==> src/rtl/knn_sort_pkg.sv <==
// Shared defaults, FSM encoding and constants for the KNN top-K sorter.
// Imported by the insert-position and list/FSM modules.
package knn_sort_pkg;

  localparam int KNN_K       = 4;
  localparam int KNN_DIST_W  = 32;
  localparam int KNN_LABEL_W = 8;

  localparam logic [KNN_DIST_W-1:0] KNN_DIST_ONES = '1;

  typedef enum logic [1:0] {
    ST_IDLE  = 2'd0,
    ST_RUN   = 2'd1,
    ST_DRAIN = 2'd2,
    ST_DONE  = 2'd3
  } knn_state_e;

endpackage

==> src/rtl/knn_insert_pos.sv <==
// Insertion position for a new distance: count of valid entries
// whose distance is <= the new one, so ties land behind existing entries.
module knn_insert_pos
  import knn_sort_pkg::*;
#(
  parameter int K      = KNN_K,
  parameter int DIST_W = KNN_DIST_W,
  parameter int CNT_W  = $clog2(K + 1)
) (
  input  logic [K-1:0][DIST_W-1:0] dist_i,
  input  logic [K-1:0]             valid_i,
  input  logic [DIST_W-1:0]        new_dist_i,
  output logic [CNT_W-1:0]         pos_o
);

  logic [K-1:0] hit;

  always_comb begin
    hit   = '0;
    pos_o = '0;
    for (int i = 0; i < K; i++) begin
      hit[i] = valid_i[i] & (dist_i[i] <= new_dist_i);
      pos_o  = pos_o + CNT_W'(hit[i]);
    end
  end

endmodule

==> src/rtl/knn_sort.sv <==
// Streaming top-K selector: stage-1 capture, stage-2 parallel compare
// and shift-insert into an ascending register list with an indexed read port.
module knn_sort
  import knn_sort_pkg::*;
#(
  parameter int K       = KNN_K,
  parameter int DIST_W  = KNN_DIST_W,
  parameter int LABEL_W = KNN_LABEL_W,
  parameter int IDX_W   = $clog2(K),
  parameter int CNT_W   = $clog2(K + 1)
) (
  input  logic               clk,
  input  logic               rst_n,
  input  logic               start,
  input  logic               in_valid,
  output logic               in_ready,
  input  logic [DIST_W-1:0]  in_dist,
  input  logic [LABEL_W-1:0] in_label,
  input  logic               in_last,
  output logic               done,
  output logic [CNT_W-1:0]   nn_count,
  input  logic [IDX_W-1:0]   rd_idx,
  output logic [DIST_W-1:0]  rd_dist,
  output logic [LABEL_W-1:0] rd_label,
  output logic               rd_valid
);

  knn_state_e state_q, state_d;

  logic [K-1:0][DIST_W-1:0]  dist_q, dist_d;
  logic [K-1:0][LABEL_W-1:0] label_q, label_d;
  logic [CNT_W-1:0]          cnt_q, cnt_d;

  logic               s1_valid_q, s1_valid_d;
  logic [DIST_W-1:0]  s1_dist_q, s1_dist_d;
  logic [LABEL_W-1:0] s1_label_q, s1_label_d;

  logic [K-1:0]     ent_valid;
  logic [CNT_W-1:0] pos;
  logic             accept;

  assign in_ready = (state_q == ST_RUN) & ~start;
  assign accept   = in_valid & in_ready;
  assign done     = (state_q == ST_DONE);
  assign nn_count = cnt_q;

  always_comb begin
    ent_valid = '0;
    for (int i = 0; i < K; i++) begin
      ent_valid[i] = CNT_W'(i) < cnt_q;
    end
  end

  knn_insert_pos #(
    .K      (K),
    .DIST_W (DIST_W),
    .CNT_W  (CNT_W)
  ) u_pos (
    .dist_i     (dist_q),
    .valid_i    (ent_valid),
    .new_dist_i (s1_dist_q),
    .pos_o      (pos)
  );

  always_comb begin
    state_d = state_q;
    if (start) begin
      state_d = ST_RUN;
    end else begin
      unique case (state_q)
        ST_IDLE:  state_d = ST_IDLE;
        ST_RUN:   if (accept && in_last) state_d = ST_DRAIN;
        ST_DRAIN: state_d = ST_DONE;
        ST_DONE:  state_d = ST_DONE;
        default:  state_d = ST_IDLE;
      endcase
    end
  end

  always_comb begin
    s1_valid_d = accept;
    s1_dist_d  = s1_dist_q;
    s1_label_d = s1_label_q;
    if (accept) begin
      s1_dist_d  = in_dist;
      s1_label_d = in_label;
    end
  end

  // start discards whatever sits in stage 1 along with the list
  always_comb begin
    dist_d  = dist_q;
    label_d = label_q;
    cnt_d   = cnt_q;
    if (start) begin
      dist_d  = '1;
      label_d = '0;
      cnt_d   = '0;
    end else if (s1_valid_q && pos < CNT_W'(K)) begin
      for (int i = 1; i < K; i++) begin
        if (CNT_W'(i) > pos) begin
          dist_d[i]  = dist_q[i-1];
          label_d[i] = label_q[i-1];
        end
      end
      for (int i = 0; i < K; i++) begin
        if (CNT_W'(i) == pos) begin
          dist_d[i]  = s1_dist_q;
          label_d[i] = s1_label_q;
        end
      end
      if (cnt_q != CNT_W'(K)) cnt_d = cnt_q + CNT_W'(1);
    end
  end

  always_comb begin
    rd_valid = CNT_W'(rd_idx) < cnt_q;
    rd_dist  = '1;
    rd_label = '0;
    if (CNT_W'(rd_idx) < CNT_W'(K)) begin
      rd_dist  = dist_q[rd_idx];
      rd_label = label_q[rd_idx];
    end
  end

  always_ff @(posedge clk or negedge rst_n) begin
    if (!rst_n) begin
      state_q    <= ST_IDLE;
      dist_q     <= '1;
      label_q    <= '0;
      cnt_q      <= '0;
      s1_valid_q <= 1'b0;
      s1_dist_q  <= '0;
      s1_label_q <= '0;
    end else begin
      state_q    <= state_d;
      dist_q     <= dist_d;
      label_q    <= label_d;
      cnt_q      <= cnt_d;
      s1_valid_q <= s1_valid_d;
      s1_dist_q  <= s1_dist_d;
      s1_label_q <= s1_label_d;
    end
  end

endmodule

==> config.mk <==
export PLATFORM = sky130hd
export DESIGN_NAME = knn_sort
export DESIGN_NICKNAME = d
export VERILOG_FILES = /design/src/rtl/knn_sort_pkg.sv /design/src/rtl/knn_insert_pos.sv /design/src/rtl/knn_sort.sv
export SDC_FILE = /design/constraint.sdc
export NUM_CORES = 1
export LEC_CHECK = 0
export ABC_AREA = 1
export BUFFER_PORTS_ARGS = -buffer_cell sky130_fd_sc_hd__buf_4
export CAP_MARGIN = 10
export CORE_MARGIN = 2
export CORE_UTILIZATION = 60
export CTS_CLUSTER_DIAMETER = 150
export DETAILED_ROUTE_END_ITERATION = 10
export GPL_TIMING_DRIVEN = 0
export PLACE_DENSITY = 0.81
export REMOVE_ABC_BUFFERS = 1
export SLEW_MARGIN = 20
export SYNTH_ARGS = -nofsm -noshare
export SYNTH_HDL_FRONTEND = slang
export SYNTH_SLANG_ARGS = --single-unit
export TNS_END_PERCENT = 5
==> constraint.sdc <==
create_clock -name clk -period 5.4 [get_ports clk]
set_clock_uncertainty 0.05 [all_clocks]
set_input_delay 0.81 -clock clk [delete_from_list [all_inputs] [get_ports clk]]
set_output_delay 0.81 -clock clk [all_outputs]
set_load 0.03 [all_outputs]
# Word-level counts from Yosys, hierarchy flattened
# Cells that the tools add are included.
# totals
regBits,206
input_bits,47
output_inout_bits,46
wordCells,90
# op_classes
addsub,4
order_cmp,14
n_eq_ne,8
muxes,28
bitwise_logic,7
reduce_logical,16
# ops
operator,count
two-way mux 32 bit,10
two-way mux 128 bit,2
<= comparator 32 bit,4
binary-select mux 32 bit (select 2 bit),1
two-way mux 8 bit,8
binary-select mux 8 bit (select 2 bit),1
AND reduction 2 bit,5
two-way mux 3 bit,3
nonzero test 3 bit,3
adder 3 x 1 -> 3 bit,2
bitwise AND 1 bit,6
== test 2 x 3 -> 1 bit (first input constant),2
greater-than comparator 2 x 3 -> 1 bit (first input constant),2
< comparator 1 x 3 -> 1 bit (first input constant),2
< comparator 2 x 3 -> 1 bit (first input constant),2
one-hot mux 2 bit (3 select lines),1
nonzero test 2 bit,3
== test 2 bit (second input constant),2
two-way mux 2 bit,2
adder 3 x 1 -> 3 bit (second input constant),1
== test 1 x 3 -> 1 bit (first input constant),1
greater-than comparator 1 x 3 -> 1 bit (first input constant),1
logical NOT 3 bit,1
< comparator 2 x 3 -> 1 bit,1
other kinds (10),11

# Depth between registers and ports, before layout
# logic_depth
ltp_word,10
mapped_depth,25
depth_no_buf,24

# By module
# A second synthesis with hierarchy kept.
# unflattened
cells_unflattened,1993
area_unflattened_um2,14226.1
# modules_own_cells
module,n_inst,cells_each,area_per_inst_um2,seq_area_each_um2
knn_sort,1,1508,11055.6,5315.1
knn_insert_pos,1,485,3170.5,0.0

# Least setup slack after synthesis
# Ideal clock, no wire load.
# synth_path
kind,reg-to-reg
from,register s1_dist_q[31]
to,register dist_q[88] in the netlist's numbering
arrival_ps,3224
t_required_ps,5274
setup_slack_ps,2050
stages_incl_launch_ff,20
n_path_buf,1
cell_sequence,dfrtp_1 -> inv_1 -> ha_1 -> nand2_1 -> nor2_1 -> nand4_1 -> nor3b_1 -> nand2_1 -> nand2_1 -> a21oi_1 -> ha_1 -> fa_1 -> ha_1 -> nand2_1 -> nand2_2 -> o21ai_4 -> inv_4 -> buf_6 -> nand2_1 -> o21ai_2
# synth_between
elab_chain_cells,9
word_cells_on_any_way,21
# synth_lines
element,line,text
from (decl),knn_sort.sv:35,"logic [DIST_W-1:0] s1_dist_q, s1_dist_d;"
from (signal assigned),knn_sort.sv:141,s1_dist_q <= s1_dist_d;
<= comparator 32 bit,knn_insert_pos.sv:22,hit[i] = valid_i[i] & (dist_i[i] <= new_dist_i);
bitwise AND 1 bit,knn_insert_pos.sv:22,
adder 1 x 1 -> 2 bit,knn_insert_pos.sv:23,pos_o = pos_o + CNT_W'(hit[i]);
adder 3 x 1 -> 3 bit,knn_insert_pos.sv:23,
adder 3 x 1 -> 3 bit (*),knn_insert_pos.sv:23,
< comparator 3 bit / == test 2 x 3 -> 1 bit (equally long branches),"knn_sort.sv:99, knn_sort.sv:107",
logical AND 1 bit / two-way mux 32 bit (equally long branches),"knn_sort.sv:99, knn_sort.sv:107",
nonzero test 2 bit (no line) / two-way mux 128 bit (equally long branches),-,
AND reduction 2 bit (no line) / two-way mux 128 bit (equally long branches),-,
to (signal assigned),knn_sort.sv:137,dist_q <= dist_d;
to (decl),knn_sort.sv:30,"logic [K-1:0][DIST_W-1:0] dist_q, dist_d;"
# Mark *: on every way between the ends. The rest lies on a longest branch, timed or not. The select of a mux whose other input is x is not followed.
# A chain may end at the register's enable or synchronous reset.

# Worst setup path after layout
# layout_path
from,register s1_dist_q[31]
to,register label_q[16] in the netlist's numbering
# layout_between
elab_chain_cells,9
word_cells_on_any_way,21
# layout_lines
element,line,text
<= comparator 32 bit,knn_insert_pos.sv:22,
bitwise AND 1 bit,knn_insert_pos.sv:22,
adder 1 x 1 -> 2 bit,knn_insert_pos.sv:23,
adder 3 x 1 -> 3 bit,knn_insert_pos.sv:23,
adder 3 x 1 -> 3 bit (*),knn_insert_pos.sv:23,
< comparator 3 bit / == test 2 x 3 -> 1 bit (equally long branches),"knn_sort.sv:99, knn_sort.sv:107",
logical AND 1 bit / two-way mux 8 bit (equally long branches),"knn_sort.sv:99, knn_sort.sv:107",
nonzero test 2 bit (no line) / two-way mux 32 bit (equally long branches),-,
AND reduction 2 bit (no line) / two-way mux 32 bit (equally long branches),-,
to (signal assigned),knn_sort.sv:138,label_q <= label_d;
to (decl),knn_sort.sv:31,"logic [K-1:0][LABEL_W-1:0] label_q, label_d;"
# Marks and branches as above.

==> qor.csv <==
stage,metric,value,unit
status,status,completed,
detailed_routing,post_drt_via_cell_ratio,5.98,
yosys,synth_top_area_share,24.7,%
clock_tree,clkSinkCount,206,
timing,finalCriticalPeriod,5.12,ns
worst_setup_path,crit_fanout,34,
timing,final_hold_viol_count,0,
timing,setup-tns-final,0,ns
die,coreArea,0.0224,mm^2
yosys,async_reset_ff_share,100,%
timing,min_period_over_period,94.8,%
timing,grt_setup_unrepaired,no,
clock_tree,cts_resized,0,
die,std_cell_rows,55,
clock_tree,cts_tree,done,
placed_design,dpl.cell_count,2081,
yosys,synthCells,1785,
worst_setup_path,worstPathArrival,5.43,ns
die,start_util,60.7,%
die,die_h,155,um
global_routing,antenna_found_initial,0,
placed_design,place.detailed.hpwl,24.4,mm
detailed_routing,drtIter0Drc,1066,
yosys,yosysMostFrequentCell,o21ai_0,
detailed_routing,wire_per_inst,17.9,um
final_layout,nNetsFinal,2005,
global_routing,grt_use_met1,42.9,%
final_layout,drive_gt1_share,17.0,%
detailed_routing,ant_nets,0,
yosys,syn-cell-area,0.0136,mm^2
clock_tree,cts_hold_buf,0,
detailed_routing,drc,0,
die,die_w,155,um
power,ir_worst_vdd,0.000212,V
global_routing,grt_pass1_wl,62.0,mm
yosys,yosys.cell_types.count,30,
detailed_routing,drt_pass1_iterations,5,
timing,maxSlewViolCount,0,
worst_setup_path,start_kind,flip-flop,
worst_setup_path,end_kind,flip-flop,
die,ioPinCount,93,
global_routing,track_usage,31.7,%
placed_design,portBuffers,92,
final_layout,diodes,0,
clock_tree,htree_levels,1,
clock_tree,postCtsSetupRepairBufs,0,
worst_setup_path,timing.rr.start,s1_dist_q[31]$_DFFE_PN0P_,
yosys,ys.flop_type,dfstp_2,
global_routing,grt_pass1_vias,12400,
global_routing,grt.overflow.total,0,
power,p_leak,7.26,nW
global_routing,use_met2,52.2,%
final_layout,areaGrowthSynthToFinish,12.7,%
yosys,ys_seq_area_share,39.0,%
placed_design,gp_congestion,0.866,
worst_setup_path,startpoint,s1_dist_q[31]$_DFFE_PN0P_,
yosys,yosysWarnings,0,
clock_tree,clk_path_buf_depth,3,
final_layout,final_cells,2124,
detailed_routing,vias,12700,
hold_path,min-delay-path-class,input pin to asynchronous set/reset pin,
global_routing,grtUsageMet3,4.57,%
yosys,netlist_top_cells_count,"o21ai_0, nand2_1, inv_1, ha_1, dfstp_2",
flow_run,cap_violations,0,
yosys,synth_area_per_cell,7.63,um^2
timing,max_freq,195,MHz
power,cellPowerDensity,354,mW/mm^2
timing,setup_viol,0,
global_routing,grt.busiest_layer,met2,
worst_setup_path,worstSetupPathType,flip-flop to flip-flop,
final_layout,fill_cells,1815,
yosys,synth_seq_cells,206,
timing,worst_pin_slew,1.00,ns
timing,slew-limit-headroom,32.6,%
worst_setup_path,critical_path.max_stage_delay,1.05,ns
power,power,5.43,mW
detailed_routing,drt-total-wl,38.0,mm
clock_tree,clock_latency,0.53,ns
yosys,yosysTopAreaCell,dfstp_2,
clock_tree,cts_made_buffers,24,
worst_setup_path,cp_cell_sequence,inv_1 > ha_1 > nand2_1 > nor2_1 > nand4_1 > nor3b_1 > nand2_1 > a21oi_1 > ha_1 > fa_1 > ha_1 > nand2_1 > nand2_2 > o21ai_0 > o21ai_0,
clock_tree,cts-root-buf,clkbuf_16,
die,die_area,0.0239,mm^2
global_routing,grt_max_degree,95,
worst_setup_path,slowest_stage,o21ai_0,
worst_setup_path,cp_data_required_time,5.71,ns
yosys,synth_edf_count,0,
clock_tree,path_clk_slew,0.06,ns
yosys,synthTopCellsByArea,"dfstp_2, o21ai_0, dfrtp_1",
[routing by layer]
| metal | part of all wire, % | vias to the layer above | wire (um) |
|---|---|---|---|
| met5 | 0 | - | 0 |
| met4 | 2.9 | 0 | 1100 |
| met3 | 8.2 | 94 | 3130 |
| met2 | 47 | 569 | 17900 |
| met1 | 42 | 6000 | 15900 |
| li1 | - | 6046 | - |
[sequential cells by signal, summed over array words and instances, names as in the netlist]
signal and cells:
nn_count 3, label_q 32, s1_label_q 8, dist_q 128, s1_dist_q 32, state_q 2, s1_valid_q 1
[cell type report]
class                   instances  area [um^2]  area share [%]
clock buffers                  41          756            4.92
flip-flops and latches        206         5320            34.6
repair buffers                105          968            6.31
well taps                     285          357            2.32
clock inverters                 2         35.0           0.228
inverters                     229          871            5.67
multi-input cells            1256         7050            45.9
[stage by stage]
stage          setup WS, ns  util, %  area [um^2]  hold WS, ns
2_1_floorplan          1.07        -        13200        0.404
3_5_place_dp          0.420     64.9        14600        0.423
4_1_cts               0.386     68.4        15300        0.202
5_1_grt              0.0178     68.4        15300        0.216
3_3_place_gp         -0.597     63.5        14200        0.417
6_report              0.283     68.4        15300        0.166
[critical path, delay by kind of cell (launching register included)]
kind	cells	cell delay, ns
buffers and inverters	1	0.13
adders and majority gates	4	1.36
AOI/OAI and AO/OA	3	1.43
and+or+nand+nor	7	1.59
DFF	1	0.37
[final timing paths]
path	endpoint	slack (ns)	cells past startpoint
worst max-delay path	label_q[16]$_DFFE_PN0P_	0.28	15
worst max register to register	label_q[16]$_DFFE_PN0P_	0.28	15
min in group clk	s1_dist_q[17]$_DFFE_PN0P_	0.43	3
worst min-delay path	s1_dist_q[4]$_DFFE_PN0P_	0.17	1
max in group asynchronous	dist_q[26]$_DFFE_PN1P_	4.34	2
worst min register to register	label_q[27]$_DFFE_PN0P_	0.44	2
[cell families after synthesis]
group / after synthesis / synth area share, %
compound gates: 649 / 25.6
simple gates: 471 / 13.4
buf+inv: 323 / 9.37
flops: 206 / 39.0
fa+ha+maj: 136 / 12.6
[where the power goes]
part | total (mW) | switching, mW | leakage, nW | internal, mW
logic | 1.74 | 1.10 | 4.52 | 0.639
clock network | 1.64 | 0.652 | 0.387 | 0.990
registers | 2.05 | 0.197 | 2.35 | 1.86
[placed cells by master (no fill, tap or decap), drive strengths merged]
cell    instances
o22ai          40
o21ai         489
fa              1
nand3          22
nor3            1
a21boi          1
dfstp         128
dfrtp          78
buf           105
nand2         328
clkbuf         41
a21oi         101
nor3b           1
a21o            5
o31ai           1
a211oi          7
nor2          108
o21a            5
clkinv          2
bufinv          1
inv           228
nand4          11
ha            135
No activity file was read; power rests on OpenSTA's default activity.
